--- src/rtl/card_grid_compositor.sv ---
// Memory-card board pixel compositor: ROWS x COLS cards, per-card symbol/state, 3-stage pixel pipe.
// Optional cursor blinking is enabled with `define CURSOR_BLINK_EN.
module card_grid_compositor #(
  parameter int         ROWS     = 4,
  parameter int         COLS     = 4,
  parameter int         ORG_X    = 72,
  parameter int         ORG_Y    = 40,
  parameter int         CARD_W   = 96,
  parameter int         CARD_H   = 96,
  parameter int         PITCH_X  = 128,
  parameter int         PITCH_Y  = 112,
  parameter int         BORDER   = 2,
  parameter int         VACT     = 480,
  parameter logic [8:0] BG_RGB   = 9'h000,
  parameter logic [8:0] BACK_RGB = 9'h0C4,
  parameter logic [8:0] CUR_RGB  = 9'h1F8,
  parameter int         IDX_W    = (ROWS*COLS > 1) ? $clog2(ROWS*COLS) : 1
) (
  input  logic             clk,
  input  logic             rst_n,
  input  logic [9:0]       HCount,
  input  logic [9:0]       VCount,
  input  logic             cmd_valid,
  output logic             cmd_ready,
  input  logic [1:0]       cmd_op,
  input  logic [IDX_W-1:0] cmd_idx,
  input  logic [3:0]       cmd_sym,
  output logic             cmd_err,
  input  logic [IDX_W-1:0] cursor_idx,
  output logic [IDX_W:0]   up_count,
  output logic [IDX_W:0]   matched_count,
  output logic [8:0]       rgb
);

  localparam int N    = ROWS * COLS;
  localparam int CW   = (COLS > 1) ? $clog2(COLS) : 1;
  localparam int RW   = (ROWS > 1) ? $clog2(ROWS) : 1;
  localparam logic [IDX_W:0] ONE = 1;

  typedef enum logic [1:0] {ST_DOWN = 2'd0, ST_UP = 2'd1, ST_MATCHED = 2'd2} card_st_t;

  function automatic logic [8:0] palette(input logic [3:0] s);
    case (s)
      4'd0:    palette = 9'h1C0;
      4'd1:    palette = 9'h038;
      4'd2:    palette = 9'h007;
      4'd3:    palette = 9'h1B6;
      4'd4:    palette = 9'h03F;
      4'd5:    palette = 9'h1C7;
      4'd6:    palette = 9'h124;
      4'd7:    palette = 9'h092;
      4'd8:    palette = 9'h049;
      4'd9:    palette = 9'h1A4;
      4'd10:   palette = 9'h0E0;
      4'd11:   palette = 9'h01C;
      4'd12:   palette = 9'h103;
      4'd13:   palette = 9'h150;
      4'd14:   palette = 9'h0AA;
      default: palette = 9'h155;
    endcase
  endfunction

  card_st_t        r_state [0:N-1];
  logic [3:0]      r_sym   [0:N-1];
  logic [IDX_W:0]  r_up, r_mt;
  logic            r_err;

  logic            w_accept, w_idx_ok, w_wr, w_rej;
  card_st_t        w_cur_st, w_new_st;
  logic [IDX_W:0]  w_up_nx, w_mt_nx;

  assign cmd_ready     = ({2'b00, VCount} >= 12'(VACT));
  assign w_accept      = cmd_valid && cmd_ready;
  assign w_idx_ok      = (32'(cmd_idx) < N);
  assign w_cur_st      = w_idx_ok ? r_state[cmd_idx] : ST_DOWN;
  assign cmd_err       = r_err;
  assign up_count      = r_up;
  assign matched_count = r_mt;

  always_comb begin
    w_wr     = 1'b0;
    w_rej    = 1'b0;
    w_new_st = ST_DOWN;
    w_up_nx  = r_up;
    w_mt_nx  = r_mt;
    if (w_accept) begin
      if (!w_idx_ok) begin
        w_rej = 1'b1;
      end else begin
        case (cmd_op)
          2'd0: begin
            w_wr = 1'b1;
            if (w_cur_st == ST_UP)      w_up_nx = r_up - ONE;
            if (w_cur_st == ST_MATCHED) w_mt_nx = r_mt - ONE;
          end
          2'd1: begin
            if (w_cur_st == ST_DOWN) begin
              w_wr     = 1'b1;
              w_new_st = ST_UP;
              w_up_nx  = r_up + ONE;
            end else w_rej = 1'b1;
          end
          2'd2: begin
            if (w_cur_st == ST_UP) begin
              w_wr    = 1'b1;
              w_up_nx = r_up - ONE;
            end else w_rej = 1'b1;
          end
          default: begin
            if (w_cur_st == ST_UP) begin
              w_wr     = 1'b1;
              w_new_st = ST_MATCHED;
              w_up_nx  = r_up - ONE;
              w_mt_nx  = r_mt + ONE;
            end else w_rej = 1'b1;
          end
        endcase
      end
    end
  end

  always_ff @(posedge clk or negedge rst_n) begin
    if (!rst_n) begin
      for (int i = 0; i < N; i++) begin
        r_state[i] <= ST_DOWN;
        r_sym[i]   <= 4'd0;
      end
      r_up  <= '0;
      r_mt  <= '0;
      r_err <= 1'b0;
    end else begin
      r_err <= w_rej;
      r_up  <= w_up_nx;
      r_mt  <= w_mt_nx;
      if (w_wr) begin
        r_state[cmd_idx] <= w_new_st;
        if (cmd_op == 2'd0) r_sym[cmd_idx] <= cmd_sym;
      end
    end
  end

  // S1: per-column / per-row window comparators; edge flags only matter where the window hits
  logic [COLS-1:0] w_col_hit, w_col_edge, r_col_hit;
  logic [ROWS-1:0] w_row_hit, w_row_edge, r_row_hit;
  logic            r_border1;

  genvar gi;
  generate
    for (gi = 0; gi < COLS; gi++) begin : g_col
      localparam int X0 = ORG_X + gi * PITCH_X;
      assign w_col_hit[gi]  = ({2'b00, HCount} >= 12'(X0)) && ({2'b00, HCount} < 12'(X0 + CARD_W));
      assign w_col_edge[gi] = ({2'b00, HCount} < 12'(X0 + BORDER)) ||
                              ({2'b00, HCount} >= 12'(X0 + CARD_W - BORDER));
    end
    for (gi = 0; gi < ROWS; gi++) begin : g_row
      localparam int Y0 = ORG_Y + gi * PITCH_Y;
      assign w_row_hit[gi]  = ({2'b00, VCount} >= 12'(Y0)) && ({2'b00, VCount} < 12'(Y0 + CARD_H));
      assign w_row_edge[gi] = ({2'b00, VCount} < 12'(Y0 + BORDER)) ||
                              ({2'b00, VCount} >= 12'(Y0 + CARD_H - BORDER));
    end
  endgenerate

  always_ff @(posedge clk or negedge rst_n) begin
    if (!rst_n) begin
      r_col_hit <= '0;
      r_row_hit <= '0;
      r_border1 <= 1'b0;
    end else begin
      r_col_hit <= w_col_hit;
      r_row_hit <= w_row_hit;
      r_border1 <= (|(w_col_hit & w_col_edge)) || (|(w_row_hit & w_row_edge));
    end
  end

  // S2: one-hot hits to card index, then fetch that card's state/symbol
  logic [CW-1:0]    w_col_sel;
  logic [RW-1:0]    w_row_sel;
  logic             w_on;
  logic [IDX_W-1:0] w_pix_idx;

  always_comb begin
    w_col_sel = '0;
    w_row_sel = '0;
    for (int c = 0; c < COLS; c++) if (r_col_hit[c]) w_col_sel = CW'(c);
    for (int r = 0; r < ROWS; r++) if (r_row_hit[r]) w_row_sel = RW'(r);
  end

  assign w_on      = (|r_col_hit) && (|r_row_hit);
  assign w_pix_idx = IDX_W'(32'(w_row_sel) * COLS + 32'(w_col_sel));

  logic       r_on2, r_border2, r_cur2;
  card_st_t   r_st2;
  logic [3:0] r_sym2;

  always_ff @(posedge clk or negedge rst_n) begin
    if (!rst_n) begin
      r_on2     <= 1'b0;
      r_border2 <= 1'b0;
      r_cur2    <= 1'b0;
      r_st2     <= ST_DOWN;
      r_sym2    <= 4'd0;
    end else begin
      r_on2     <= w_on;
      r_border2 <= r_border1;
      r_cur2    <= (w_pix_idx == cursor_idx);
      r_st2     <= w_on ? r_state[w_pix_idx] : ST_DOWN;
      r_sym2    <= w_on ? r_sym[w_pix_idx] : 4'd0;
    end
  end

  logic w_cur_vis;
`ifdef CURSOR_BLINK_EN
  logic [5:0] r_frame;
  always_ff @(posedge clk or negedge rst_n) begin
    if (!rst_n) r_frame <= 6'd0;
    else if (({2'b00, VCount} == 12'(VACT)) && (HCount == 10'd0)) r_frame <= r_frame + 6'd1;
  end
  assign w_cur_vis = ~r_frame[5];
`else
  assign w_cur_vis = 1'b1;
`endif

  // S3: colour priority
  always_ff @(posedge clk or negedge rst_n) begin
    if (!rst_n) begin
      rgb <= BG_RGB;
    end else if (!r_on2 || r_st2 == ST_MATCHED) begin
      rgb <= BG_RGB;
    end else if (r_border2 && r_cur2 && w_cur_vis) begin
      rgb <= CUR_RGB;
    end else if (r_border2) begin
      rgb <= 9'h1FF;
    end else if (r_st2 == ST_DOWN) begin
      rgb <= BACK_RGB;
    end else begin
      rgb <= palette(r_sym2);
    end
  end

endmodule
--- config.mk ---
export PLATFORM = sky130hd
export DESIGN_NAME = card_grid_compositor
export DESIGN_NICKNAME = d
export VERILOG_FILES = /design/src/rtl/card_grid_compositor.sv
export SDC_FILE = /design/constraint.sdc
export NUM_CORES = 1
export LEC_CHECK = 0
export BUFFER_PORTS_ARGS = -buffer_cell sky130_fd_sc_hd__buf_2
export CAP_MARGIN = 20
export CORE_ASPECT_RATIO = 1.25
export CORE_MARGIN = 4
export CORE_UTILIZATION = 39
export DETAILED_ROUTE_END_ITERATION = 8
export HOLD_SLACK_MARGIN = 0.1
export PLACE_DENSITY = 0.53
export SLEW_MARGIN = 20
export SYNTH_ARGS = -nofsm -noshare
export SYNTH_HDL_FRONTEND = slang
export SYNTH_SLANG_ARGS = --single-unit
--- constraint.sdc ---
create_clock -name clk -period 2.9 [get_ports clk]
set_input_delay 0.29 -clock clk [delete_from_list [all_inputs] [get_ports clk]]
set_output_delay 0.29 -clock clk [all_outputs]
set_load 0.005 [all_outputs]
======== Word level (Yosys, flattened, before mapping) ========
Memory sizes are Yosys's and may differ from the RTL's.
Cells that the tools add are included.
storage, ports and cells
  register bits after elaboration ......... 134
  memories ................................ 1
  logic and storage cells ................. 181
  bits of input ports ..................... 37
  bits in read-only memories .............. 144
memories
  memory           depth  width  read ports  clocked after memory_dff  wr ports  RTL line  RTL
  (no name shown)  16     9      1           0                         0         43        case (s)
cells by class
  eq/ne operators ......................... 8
  mux-type cells .......................... 45
  bitwise logic cells ..................... 5
  reductions and logical operators ........ 37
  add/sub/neg operators ................... 5
  order comparisons ....................... 36
operator list
  cell                  number
  $ge 10x9->1 const B   9
  $lt 10x9->1 const B   8
  $bwmux 64             1
  $ge 10x8->1 const B   5
  $lt 10x8->1 const B   5
  $mux 9                4
  $bwmux 32             1
  $mux 5                5
  $mux 2                12
  $bmux 2 s4            2
  $bmux 4 s4            1
  $demux 4 s4           1
  $mux 4                4
  $reduce_or 4->1       4
  $logic_and 1x1->1     12
  $add 5x1->5 const B   2
  $ge 10x10->1 const B  1
  $ge 10x6->1 const B   1
  $ge 10x7->1 const B   1
  $ge 5x5->1 const B    2
  $logic_or 1x1->1      10
  $lt 10x10->1 const B  1
  $lt 10x6->1 const B   1
  $lt 10x7->1 const B   1
  22 further kinds      42

======== Longest topological paths before layout ========
  depth after elaboration ................. 9
  depth in mapped cells ................... 10
  mapped depth without buffers ............ 10

======== Least setup slack after synthesis ========
OpenSTA, ideal clock, no wires.
  kind .................................... register to register
  start point ............................. register r_col_hit[1]
  end point ............................... register r_st2[0]
  cell stages (with the launch flop) ...... 8
  library setup time ...................... 0.156 ns
  required time ........................... 2.744 ns
  path buffers ............................ 2
  path slack .............................. 0.341 ns
  period minus slack after synthesis ...... 2.559 ns
  arrival time ............................ 2.404 ns
  cells stage by stage .................... dfrtp_1 -> clkbuf_1 -> clkbuf_1 -> mux2_2 -> mux4_2 -> mux4_2 -> o21ai_0 -> nor2_1
on the way
  cells in the longest elaborated chain, start to end .. 9
RTL lines
  what                                        RTL line  RTL
  start: declaration                          143       logic [COLS-1:0] w_col_hit, w_col_edge, r_col_hit;
  start signal: assignment                    169       r_col_hit <= w_col_hit;
  $mux 1                                      184       for (int c = 0; c < COLS; c++) if (r_col_hit[c]) w_col_sel = CW'(c);
  $mux 2 (2 in series)                        184
  $add 4x2->4                                 189       assign w_pix_idx = IDX_W'(32'(w_row_sel) * COLS + 32'(w_col_sel));
  $not 4->5 (not written as such)             206       r_st2 <= w_on ? r_state[w_pix_idx] : ST_DOWN;
  $bmux 2 s4                                  206
  $mux 2 (not written as such) (2 in series)  206
  $mux 2 (*)                                  206
  end signal: assignment                      206
  end: declaration                            192       card_st_t r_st2;
Mark *: on every way between the ends. The rest lies on a longest branch, timed or not. The select of a mux whose other input is x is not followed.
A chain may end at the register's enable or synchronous reset.

======== Worst setup path after layout ========
  start point ............................. register r_state[25] (netlist name)
  end point ............................... register r_up[3], in the netlist up_count[3]
on the way
  cells in the longest elaborated chain, start to end .. 6
RTL lines
  what                                                              RTL line  RTL
  start: declaration                                                63        card_st_t r_state [0:N-1];
  start signal: indexed assignment                                  136       r_state[cmd_idx] <= w_new_st;
  $bmux 2 s4 (*)                                                    75        assign w_cur_st = w_idx_ok ? r_state[cmd_idx] : ST_DOWN;
  $mux 2 (not written as such) (*) (2 in series)                    75
  $logic_not 2->1 / $eq 2x1->1 (equally long branches)              -
  $ne 2x2->1 (no line) / $reduce_bool 2->1 (equally long branches)  -
  $reduce_and 3->1 (no line) (*)                                    -
  end signal: assignment                                            133       r_up <= w_up_nx;
  end: declaration                                                  65        logic [IDX_W:0] r_up, r_mt;
Marked as above.

==> summary.md <==
• met4 — Max Used Layer
• 56 — Placement Rows
• 0 — max capacitance violation total
• cursor_idx[1] — source of the worst hold timing path
• 0 — post-cts resize count
• 7 — cell count of the worst reg-to-reg path
• 0.4620 ns — final worst slack
• 27.09% — multiplexer share of the synthesized area
• 4.824 mW — Power Total
• 3 — number of cells traversed by the worst hold path
• 0.7395 ns — slew at the pin closest to its max-slew limit
• 0.4102 GHz — Achievable Freq
• 11.62 um2 — syn avg cell area
• r_cur2$_DFF_PN0_ — Worst Hold End
• 8879 um — WL met2
• 2.438 ns — min Tclk post-route
• up_count[3]$_DFFE_PN0P_ — worst reg2reg path endpoint
• 33.38% — layout cell share with drive strength beyond 1
• 17180 um — total wire length after detailed routing
• 59 — synth unique cells
• sky130_fd_sc_hd__dfrtp_1, sky130_fd_sc_hd__mux2_2, sky130_fd_sc_hd__mux4_2 — top area cells in the synthesized netlist
• sky130_fd_sc_hd__dfrtp_1 — cell taking the most area after synthesis
• 702 — post-synth net total
• 0 — count of flip-flops with a built-in enable after synthesis
• 100.0% — async set-or-reset flop fraction in the synthesized netlist
• 555.9 nW/um2 — Power Density
• 5195 — Via Count
• 15.27% — area grow syn2layout
• 0 — YS warnings
• 2 — maximum buffer depth of the clock tree
• 21 — largest fanout on the critical path
• 3.025% — adder-cell area share of the yosys netlist
• 623 um — Met3 Routed Length
• 0 — Routed Antenna Nets
• 0.42 ns — clock latency on the worst-skew pair
• 0 — Final setup viols
• 757 — total number of nets in the final design
• 16.71% — Total GRT Usage
• 134 — number of sinks handled by clock tree synthesis
• 28410 um — wire length of the first global-routing pass
• 39.94% — starting utilization of the core area
• 44.54% — fraction of the yosys area taken by sequential cells
• 10.64% — post-synthesis compound-gate area fraction
• flop to flop — type of the worst setup path
• 0 — antenna diode instance count
• 17 — CTS Buf Count
• 1.612% — xor/xnor share of the synthesized area
• 0.1758 ns — post-place setup slack
• 0.06 ns — CTS clk-pin slew, worst paths
• 134 — synthesized flop and latch total
• 2.74 ns — CP arrival
• 648 — synthesized instance count
• 132.3 um — horizontal die dimension
• 3.963 nW — leakage power figure
• flop — startpoint type of the worst setup path
• yes — CTS tree
• 4 — CTS H-Tree Depth
• 9.739% — synthesized-area fraction occupied by and/or/nand/nor cells
• 0 ns — Sum Neg Setup Slack
• sky130_fd_sc_hd__clkbuf_16 — clock tree root buffer cell
• 0 — number of hold violations in the final report
• 0 — antenna violations before repair
• 77 — largest net degree at the start of global routing
• 50.52% — Max-slew headroom
• 0 — final slew viol count
• 12670 um — half-perimeter wire length after placement
• 18.12 um — detail-routed net length per standard cell
• primary input to flop — Hold WC Path Type
• 7271 um — met1 wire length
• flop — type of element capturing the critical path
• 44.54% — fraction of post-synthesis cell area in the top cell type by area
• 58 — total I/O pin count
• 163.3 um — overall die height
• no — unrepaired setup endpoints after global routing
• 55 — Port Buffers
• 4 — number of detailed-route iterations in the first pass
• 0.46 ns — register-to-register path setup slack
• 18850 um2 — floorplan core area
• 0.006578 ns — final setup skew
• 0.8261 — routability-driven placement congestion ratio
• 5435 — vias in the first global route
• 3.20 ns — data required time of the critical path
• 300 — violation count after the first detailed-route iteration
• 0 — post-detailed-route DRC marker count
• r_state[25]$_DFFE_PN0P_ — launch point of the worst reg-to-reg path
• multiplexers — combinational family with the most area after synthesis
• 84.07% — post-route clock period utilization
• sky130_fd_sc_hd__dfrtp_1 — count leader, synth
• sky130_fd_sc_hd__dfrtp_1 — leading register cell type out of synthesis
• finished clean — result of the run
• 0.3700 mV — Peak VDD IR
• 0 — final global-route overflow total
• sky130_fd_sc_hd__dfrtp_1, sky130_fd_sc_hd__mux2_2, sky130_fd_sc_hd__nor2_1 — leading cell types by count after synthesis
• 21600 um2 — area of the die
• 7528 um2 — Synth Cell Area
• 5.480 — mean number of vias per cell
==> power by group <==
| part | internal (mW) | leakage, nW | switching (mW) |
|---|---|---|---|
| registers | 2.01 | 1.82 | 0.109 |
| clock network | 1.21 | 0.267 | 0.812 |
| logic | 0.338 | 1.87 | 0.340 |
==> layout make-up <==
cell class / count / area [um2]
fillers: 1700 / 10170
multi-input cells: 458 / 3925
flip-flops and latches: 134 / 3353
repair buffers: 75 / 486.7
clock buffers: 19 / 452.9
well taps: 232 / 290.3
clock inverters: 13 / 106.4
inverters: 17 / 63.81
==> cell usage in the layout (no fill, tap or decap), types with 6 or more instances in the layout <==
cell                        instances
sky130_fd_sc_hd__o21ai_0           26
sky130_fd_sc_hd__inv_1             17
sky130_fd_sc_hd__nor3_1            17
sky130_fd_sc_hd__o211ai_1          10
sky130_fd_sc_hd__ha_1              15
sky130_fd_sc_hd__clkbuf_16         17
sky130_fd_sc_hd__a31oi_4            8
sky130_fd_sc_hd__buf_4             14
sky130_fd_sc_hd__buf_2             54
sky130_fd_sc_hd__a21oi_1           18
sky130_fd_sc_hd__clkinv_2           6
sky130_fd_sc_hd__xnor2_1            8
sky130_fd_sc_hd__a31oi_1           10
sky130_fd_sc_hd__mux4_2            19
sky130_fd_sc_hd__nor2_1            55
sky130_fd_sc_hd__mux2_1            18
sky130_fd_sc_hd__nand2_1           39
sky130_fd_sc_hd__mux2_2           100
sky130_fd_sc_hd__nand3_1           12
sky130_fd_sc_hd__mux2i_1           26
sky130_fd_sc_hd__dfrtp_1          134
sky130_fd_sc_hd__nand2b_1           9
==> flip-flops by register name, summed over array words and instances, names as in the netlist <==
| signal | flops |
|---|---|
| up_count | 5 |
| matched_count | 5 |
| r_sym2 | 4 |
| rgb | 9 |
| r_state | 32 |
| r_on2 | 1 |
| r_col_hit | 4 |
| r_border2 | 1 |
| r_st2 | 2 |
| r_row_hit | 4 |
| r_border1 | 1 |
| cmd_err | 1 |
| r_sym | 64 |
| r_cur2 | 1 |
==> worst max-delay path by stage <==
stage                                  from                 endpoint
floorplan            r_col_hit[1]$_DFF_PN0_       r_st2[0]$_DFF_PN0_
global placement                 cmd_idx[1]   r_state[6]$_DFFE_PN0P_
detailed placement               cmd_idx[1]   r_state[7]$_DFFE_PN0P_
CTS                  r_row_hit[1]$_DFF_PN0_       r_st2[0]$_DFF_PN0_
global route        r_state[31]$_DFFE_PN0P_  up_count[3]$_DFFE_PN0P_
finish              r_state[25]$_DFFE_PN0P_  up_count[3]$_DFFE_PN0P_
==> metrics by stage <==
stage               hold slack [ns]  instances  cell area (um2)  util (%)
floorplan                 -0.005591        648             7528         -
detailed placement           0.2991        914             8099     42.97
global route                 0.1471        948             8678     46.04
CTS                          0.1321        948             8678     46.04
finish                       0.1451        948             8678     46.04
global placement             0.2964        914             8099     42.97
==> layer usage <==
metal  global-route usage (%)  vias up
met3                    3.697       26
met4                    6.285        0
li1                         -     2457
met5                        0        -
met1                    19.97     2610
met2                    29.55      102
==> cells by family (layout without fill, tap and decap cells) <==
| family | Yosys count | in the layout |
|---|---|---|
| multiplexers | 164 | 164 |
| AO/OA/AOI/OAI | 106 | 106 |
| flip-flops | 134 | 134 |
| buffers and inverters | 56 | 124 |
| adder cells (fa/ha/maj) | 17 | 17 |
| AND/OR/NAND/NOR | 158 | 158 |
| XOR/XNOR | 13 | 13 |
==> worst max-delay path: stages, from the launching register on <==
cell and delay (ns):
sky130_fd_sc_hd__dfrtp_1 0.39, sky130_fd_sc_hd__mux4_2 0.46, sky130_fd_sc_hd__a22oi_1 0.23, sky130_fd_sc_hd__nand3_1 0.22
sky130_fd_sc_hd__nor2_2 0.19, sky130_fd_sc_hd__buf_12 0.21, sky130_fd_sc_hd__and2_1 0.26, sky130_fd_sc_hd__mux2_2 0.36
==> repair_timing <==
item / CTS / global route
endpoints found under the setup margin: 0 / 0
buffers inserted: 0 / 0
endpoints found under the hold margin: 59 / 0
hold buffers: 2 / 0
(Power assumes the default switching activity.)
